===== config.mk =====
export PLATFORM = sky130hd
export DESIGN_NAME = sng_sequencer
export DESIGN_NICKNAME = d
export VERILOG_FILES = /design/src/rtl/sc_pkg.sv /design/src/rtl/sc_ones_counter.sv /design/src/rtl/sng_sequencer.sv
export SDC_FILE = /design/constraint.sdc
export NUM_CORES = 1
export LEC_CHECK = 0
export BUFFER_PORTS_ARGS = -buffer_cell sky130_fd_sc_hd__clkbuf_2
export CORE_ASPECT_RATIO = 0.5
export CORE_UTILIZATION = 55
export DETAILED_ROUTE_END_ITERATION = 7
export GPL_TIMING_DRIVEN = 0
export PLACE_DENSITY_LB_ADDON = 0.1
export REMOVE_ABC_BUFFERS = 1
export SYNTH_ARGS = -nofsm -noshare
export SYNTH_HDL_FRONTEND = slang
export SYNTH_HIERARCHICAL = 1
export SYNTH_SLANG_ARGS = --single-unit

===== constraint.sdc =====
create_clock -name clk -period 2 [get_ports clk]
set_input_delay 0.2 -clock clk [delete_from_list [all_inputs] [get_ports clk]]
set_output_delay 0.2 -clock clk [all_outputs]
set_load 0.005 [all_outputs]

===== src/rtl/sc_pkg.sv =====
// sc_pkg: shared types and width helpers for the stochastic-computing job sequencer.
//   state_t : sequencer FSM states
//   clog2w  : bits needed to count 0..n-1 (never less than 1)
package sc_pkg;
  typedef enum logic [2:0] {IDLE, SEED, FLUSH, RUN, DONE} state_t;
  function automatic int clog2w(input int n);
    int w;
    w = 1;
    while ((1 << w) < n) w++;
    return w;
  endfunction
endpackage


===== src/rtl/sc_ones_counter.sv =====
// sc_ones_counter: stochastic-to-binary accumulator, counts ones while enabled.
//   clk, rst (sync, active-low), clear (sync zero), enable (count window),
//   bit_in (stochastic bit), count (ones seen, STREAM_LOG2+1 bits so 2^STREAM_LOG2 fits)
module sc_ones_counter #(
  parameter int STREAM_LOG2 = 8
) (
  input  logic                 clk,
  input  logic                 rst,
  input  logic                 clear,
  input  logic                 enable,
  input  logic                 bit_in,
  output logic [STREAM_LOG2:0] count
);
  always_ff @(posedge clk) begin
    if (!rst || clear) count <= '0;
    else if (enable && bit_in) count <= count + 1'b1;
  end
endmodule


===== src/rtl/sng_sequencer.sv =====
// sng_sequencer: per-job controller for one SNG: seed, flush its pipeline, count N output ones.
//   clk, rst (sync, active-low)
//   req_valid/req_ready/req_value : job request handshake and operand
//   sng_rst/sng_in/sng_bit        : SNG reset (active-high), operand, stochastic bit
//   res_valid/res_ready/res_count : result handshake and ones count (0..N)
//   busy                          : high outside IDLE
module sng_sequencer
  import sc_pkg::*;
#(
  parameter int PRECISION   = 8,
  parameter int STREAM_LOG2 = 8,
  parameter int SNG_LATENCY = 2
) (
  input  logic                   clk,
  input  logic                   rst,
  input  logic                   req_valid,
  output logic                   req_ready,
  input  logic [PRECISION-1:0]   req_value,
  output logic                   sng_rst,
  output logic [PRECISION-1:0]   sng_in,
  input  logic                   sng_bit,
  output logic                   res_valid,
  input  logic                   res_ready,
  output logic [STREAM_LOG2:0]   res_count,
  output logic                   busy
);
  localparam int WW = clog2w(SNG_LATENCY);
  localparam int CW = STREAM_LOG2 + 1;
  localparam logic [WW-1:0] WAIT_LAST = WW'(SNG_LATENCY - 1);
  localparam logic [CW-1:0] RUN_LAST  = CW'((1 << STREAM_LOG2) - 1);
  state_t               state;
  logic [PRECISION-1:0] operand;
  logic [WW-1:0]        wait_cnt;
  logic [CW-1:0]        run_cnt;
  logic                 accept;
  assign accept = req_valid && req_ready;
  sc_ones_counter #(.STREAM_LOG2(STREAM_LOG2)) u_ones (
    .clk    (clk),
    .rst    (rst),
    .clear  (accept),
    .enable (state == RUN),
    .bit_in (sng_bit),
    .count  (res_count)
  );
  always_ff @(posedge clk) begin
    if (!rst) begin
      state     <= IDLE;
      req_ready <= 1'b1;
      res_valid <= 1'b0;
      busy      <= 1'b0;
      sng_rst   <= 1'b1;
      sng_in    <= '0;
      operand   <= '0;
      wait_cnt  <= '0;
      run_cnt   <= '0;
    end else begin
      case (state)
        IDLE: begin
          sng_rst <= accept;
          sng_in  <= accept ? req_value : '0;
          if (accept) begin
            operand   <= req_value;
            req_ready <= 1'b0;
            busy      <= 1'b1;
            state     <= SEED;
          end
        end
        SEED: begin
          sng_rst  <= 1'b0;
          sng_in   <= operand;
          wait_cnt <= '0;
          state    <= FLUSH;
        end
        FLUSH: begin
          sng_in   <= operand;
          wait_cnt <= wait_cnt + 1'b1;
          if (wait_cnt == WAIT_LAST) begin
            run_cnt <= '0;
            state   <= RUN;
          end
        end
        RUN: begin
          sng_in  <= operand;
          run_cnt <= run_cnt + 1'b1;
          if (run_cnt == RUN_LAST) begin
            res_valid <= 1'b1;
            state     <= DONE;
          end
        end
        DONE: begin
          if (res_ready) begin
            res_valid <= 1'b0;
            req_ready <= 1'b1;
            busy      <= 1'b0;
            sng_in    <= '0;
            state     <= IDLE;
          end
        end
        default: state <= IDLE;
      endcase
    end
  end
endmodule


Word-level counts from Yosys, hierarchy flattened
Cells that the tools add are included.
{"block": "classes", "n_addsub": 3, "multipliers": 0, "div_mod_pow": 0, "n_lt_le_gt_ge": 0, "n_eq_ne": 9, "shifts": 0, "mux": 20, "n_bitwise": 0, "n_reduce_logical": 18}
{"operator": "case mux 8 bit (3 select lines)", "n": 1}
{"operator": "adder 9 x 1 -> 9 bit (second input constant)", "n": 2}
{"operator": "case mux 9 bit (2 select lines)", "n": 1}
{"operator": "two-way mux 8 bit", "n": 2}
{"operator": "case mux 3 bit (5 select lines)", "n": 1}
{"operator": "two-way mux 3 bit", "n": 4}
{"operator": "case mux 1 bit (2 select lines)", "n": 5}
{"operator": "nonzero test 2 bit", "n": 5}
{"operator": "equality test 9 x 8 -> 1 bit (second input constant)", "n": 1}
{"operator": "two-way mux 9 bit", "n": 1}
{"operator": "!= test 2 bit (second input constant)", "n": 4}
{"operator": "equality test 3 x 2 -> 1 bit (second input constant)", "n": 2}
{"operator": "AND reduction 2 bit", "n": 3}
{"operator": "AND reduction 3 bit", "n": 2}
{"operator": "two-way mux 1 bit", "n": 5}
{"operator": "AND reduction 4 bit", "n": 1}
{"operator": "equality test 3 x 1 -> 1 bit (second input constant)", "n": 1}
{"operator": "equality test 3 bit (second input constant)", "n": 1}
{"operator": "zero test 3 bit", "n": 1}
{"operator": "nonzero test 3 bit", "n": 1}
{"operator": "OR reduction 3 bit", "n": 1}
{"operator": "logical AND 1 bit", "n": 2}
{"operator": "adder 1 bit (second input constant)", "n": 1}
{"operator": "zero test 1 bit", "n": 1}
{"operator": "logical OR 1 bit", "n": 1}
{"block": "totals", "ff_bits": 42, "latch_bits": 0, "ramBits": 0, "romBits": 0, "inputBits": 13, "output_inout_bits": 21, "word_cells": 60, "mem_count": 0}

Longest topological paths before layout
{"block": "logic_depth", "ltp_word": 4, "depth_mapped": 8, "ltp_nobuf": 8}

Modules after synthesis
Netlist, hierarchy kept.
{"module": "sng_sequencer", "instances": 1, "cells_per_inst": 188, "area_each_um2": 1605.3, "seq_area_each_um2": 660.6}
{"module": "sc_ones_counter", "instances": 1, "cells_per_inst": 47, "area_each_um2": 421.7, "seq_area_each_um2": 180.2}

Worst setup path before layout
OpenSTA, ideal clock, no wires.
{"block": "synth_timing", "kind": "register to register", "from": "register run_cnt[0]", "to": "register state[1]", "setup_ps": 96, "t_arrival_ps": 1656, "required_ps": 1904, "path_slack_ps": 248, "stages_incl_launch_ff": 8, "n_path_buf": 0, "synth_period_minus_slack_ps": 1752, "path_cell_list": "dfxtp_1 -> ha_1 -> and3_1 -> and2_1 -> and3_1 -> ha_1 -> and3_1 -> nor4b_1"}
{"block": "synth_via", "elab_chain_len": 3}
{"item": "from (decl)", "line_no": "sng_sequencer.sv:34", "source": "logic [CW-1:0] run_cnt;"}
{"item": "from (signal assigned)", "line_no": "sng_sequencer.sv:84", "source": "run_cnt <= run_cnt + 1'b1;"}
{"item": "equality test 9 x 8 -> 1 bit", "line_no": "sng_sequencer.sv:85", "source": "if (run_cnt == RUN_LAST) begin"}
{"item": "!= test 2 bit (no source line)"}
{"item": "AND reduction 4 bit (no source line)"}
{"item": "to (signal assigned)", "line_no": "sng_sequencer.sv:87", "source": "state <= DONE;"}
{"item": "to (signal assigned)", "line_no": "sng_sequencer.sv:96", "source": "state <= IDLE;"}
{"item": "to (signal assigned)", "line_no": "sng_sequencer.sv:99", "source": "default: state <= IDLE;"}
{"item": "to (decl)", "line_no": "sng_sequencer.sv:31", "source": "state_t state;"}
Every way passes these cells.
A chain may end at the register's enable or synchronous reset.

Worst setup path in the final report
Same ends and word-level chain as after synthesis.

==> flow_summary.yaml <==
run_status:
  status: "complete, no violations"
timing:
  grt_setup_unrepaired: "no"
  drv_slew: 0
  finalCritPeriodShare_pct: 97.3
  hold_slack_ns: 0.148
  fmax_ghz: 0.514
  relSlewSlack_pct: 34.8
  period_needed_ns: 1.95
  final_hold_viol_count: 0
  worst_clock_skew_ns: 0.00810
  finalSetupViolCount: 0
  tightest_slew_ns: 0.964
detailed_routing:
  first_iter_violations: 83
  firstDrtPassIters: 7
  post_drt_wl_per_cell_um: 15.1
  drt-total-wl_mm: 4.78
  via_per_inst: 6.07
  drc: 0
  drtAntennaViolNets: 0
  vias: 1924
yosys:
  ys_seq_area_share_pct: 41.5
  ys_seq_elements: 42
  synthArstFlopShare_pct: 0
  yosysTopAreaCell: "dfxtp_1"
  yosys_most_used_dff: "dfxtp_1"
  yosys_warnings: 6
  syn_area_per_cell_um2: 8.63
  syn_area_um2: 2030
  synth.area.top_cells: "dfxtp_1, a21oi_1, a311oi_1"
  yosys.area.top_type_share_pct: 41.5
  ys_types: 55
  synth_edf_count: 0
  synth_cells: 235
grt:
  track_usage_pct: 26.2
  antenna_found_initial: 0
  grt_pass1_wl_mm: 7.71
  grt_overflow: 0
  grt_pass1_vias: 1669
  grt_start_max_net_pins: 28
clock_network:
  root_buffer: "clkbuf_8"
  cts_max_level: 2
  cts_sinks: 42
  clk_path_buf_depth: 2
  holdBufCountCts: 0
  numCtsBuffers: 5
  cts_tree: "done"
  path_clk_slew_ns: 0.08
  clkLatencyLatePin_ns: 0.30
worst_setup_path:
  rr_worst_depth: 7
  r2r_slack_ns: 0.05
  path_class: "reg -> reg"
  worstPathArrival_ns: 2.13
  cp.required_ns: 2.18
  cp-start-kind: "flip-flop"
  endpoint_kind: "flip-flop"
  crit_fanout: 6
  r2r-start: "run_cnt[0]$_SDFFE_PN0P_"
  worstReg2RegEnd: "state[1]$_SDFFE_PN0P_"
hold_path:
  hp-class: "in -> reg"
  whs_path_depth: 3
  hp-start: "req_value[7]"
  min_to: "operand[7]$_SDFFE_PN0P_"
placement:
  gp_congestion: 0.742
  io_buffers: 33
  dpl.hpwl_mm: 3.00
cells_and_area:
  nNetsFinal: 281
  seqCellArea_um2: 846
  nFillCells: 298
  syn_to_final_growth_pct: 15.9
  antennaDiodeCount: 0
  drive_gt1_share_pct: 24.1
  multi_input_area_um2: 1100
pwr:
  total_power_mw: 1.77
  max-vdd-ir-drop_mv: 0.438
  p_leak_nw: 0.830
  power_density_nw_per_um2: 755
die:
  start_util_pct: 58.4
  num_rows: 15
  chipWidth_um: 87.9
  die_area_um2: 3950
  core_um2: 3470
  io_pins: 34
  chipHeight_um: 44.9
run:
  cap_violations: 0
where the power goes:
| group | total [mW] | internal [mW] | switching [mW] |
|---|---|---|---|
| sequential | 0.908 | 0.871 | 0.0372 |
| clock | 0.672 | 0.373 | 0.299 |
| combinational | 0.193 | 0.0788 | 0.114 |
| total | 1.77 | 1.32 | 0.450 |
layer usage:
metal	GRT usage, %	vias to the layer above	share of wire (%)
li1	-	945	-
met1	33.9	926	47
met2	41.4	49	47
met3	10.6	4	5.1
met4	6.56	0	0.65
met5	0	-	0
per-stage QoR:
stage                     instances  util (%)  setup slack [ns]  instance area [um^2]  TNS [ns]
after floorplan                 220         -             0.118                  1950         0
after global placement          304      62.6            -0.218                  2170     -2.27
after detailed placement        304      62.8            -0.219                  2180     -1.01
after CTS                       312      66.2            0.0293                  2300         0
after global routing            317      67.6           0.00119                  2350         0
final                           317      67.6            0.0535                  2350         0
cell usage after synthesis, types with 2 or more instances:
library cell,n
a211oi_1,2
a21oi_1,23
a311oi_1,11
and2_1,3
and3_1,3
buf_2,5
buf_4,3
clkbuf_1,5
dfxtp_1,42
ha_1,3
inv_1,3
nand2_1,21
nand2b_1,7
nand3_1,15
nand4_1,2
nand4bb_1,2
nor2_1,9
nor2b_1,3
nor3_1,8
o211ai_1,9
o21ai_0,15
o311ai_0,2
o31ai_1,3
or4_1,4
xor2_1,2
layout make-up:
cell class	count	area share [%]
sequential	42	36.0
multi-input combinational	173	47.0
tap	51	2.72
clock buffer	6	3.09
timing repair buffer	38	8.63
clock inverter	2	1.60
inverter	5	0.959
cell families (layout without fill, tap and decap cells):
group,after synthesis,count (layout),synth area share [%]
and+or+nand+nor,93,93,26.6
AOI/OAI and AO/OA,74,74,23.8
DFF,42,42,41.5
buffers and inverters,20,51,4.94
adders and majority gates,3,3,1.85
xor gates and xnor gates,2,2,0.864
muxes,1,1,0.494
worst max path at each step:
stage	cells past startpoint	end	from
after detailed placement	5	u_ones/count[8]$_SDFFE_PP0P_	state[2]$_SDFFE_PN0P_
final	7	state[1]$_SDFFE_PN0P_	run_cnt[0]$_SDFFE_PN0P_
after global routing	7	state[1]$_SDFFE_PN0P_	run_cnt[0]$_SDFFE_PN0P_
after CTS	7	state[1]$_SDFFE_PN0P_	run_cnt[0]$_SDFFE_PN0P_
after floorplan	5	u_ones/count[6]$_SDFFE_PP0P_	state[1]$_SDFFE_PN0P_
after global placement	5	u_ones/count[6]$_SDFFE_PP0P_	state[2]$_SDFFE_PN0P_
registers in the layout, summed over array words and instances (netlist names):
name / flops
busy: 1
operand: 8
req_ready: 1
res_valid: 1
run_cnt: 9
sng_in: 8
sng_rst: 1
state: 3
u_ones/count: 9
wait_cnt: 1
what timing repair did:
action,4_1_cts,5_1_grt
buffers inserted,0,5
endpoints found under the hold margin,0,0
resized for setup,4,4
setup endpoints to repair,6,6
pin swaps,0,0
worst max-delay path, stage by stage, from the launching register on:
cell     delay [ns]
dfxtp_2        0.36
ha_1           0.22
and3_4         0.20
and2_1         0.15
and3_1         0.18
ha_1           0.22
and3_1         0.23
nor4b_2        0.27
layout by cell type, fill, tap and decap left out, types with 2 or more instances in the layout:
master      Yosys  final
ha_1            3      3
nand2b_1        7      7
buf_4           3      5
o21ai_1         1      2
clkinvlp_4      0      2
nand4_1         2      2
or4_1           4      4
nor3_1          8      8
and2_1          3      3
a211oi_1        2      2
and3_1          3      2
o311ai_0        2      2
o211ai_1        9      9
a311oi_1       11     11
clkbuf_2        0     33
inv_1           3      2
clkbuf_8        0      5
o31ai_1         3      3
xor2_1          2      2
nor2_1          9      9
nand2_1        21     21
nor2b_1         3      3
o21ai_0        15     14
dfxtp_1        42     38
a21oi_1        23     23
dfxtp_2         0      4
nand3_1        15     15
nand4bb_1       2      2
Note: power is estimated with default switching activity, not from simulation.
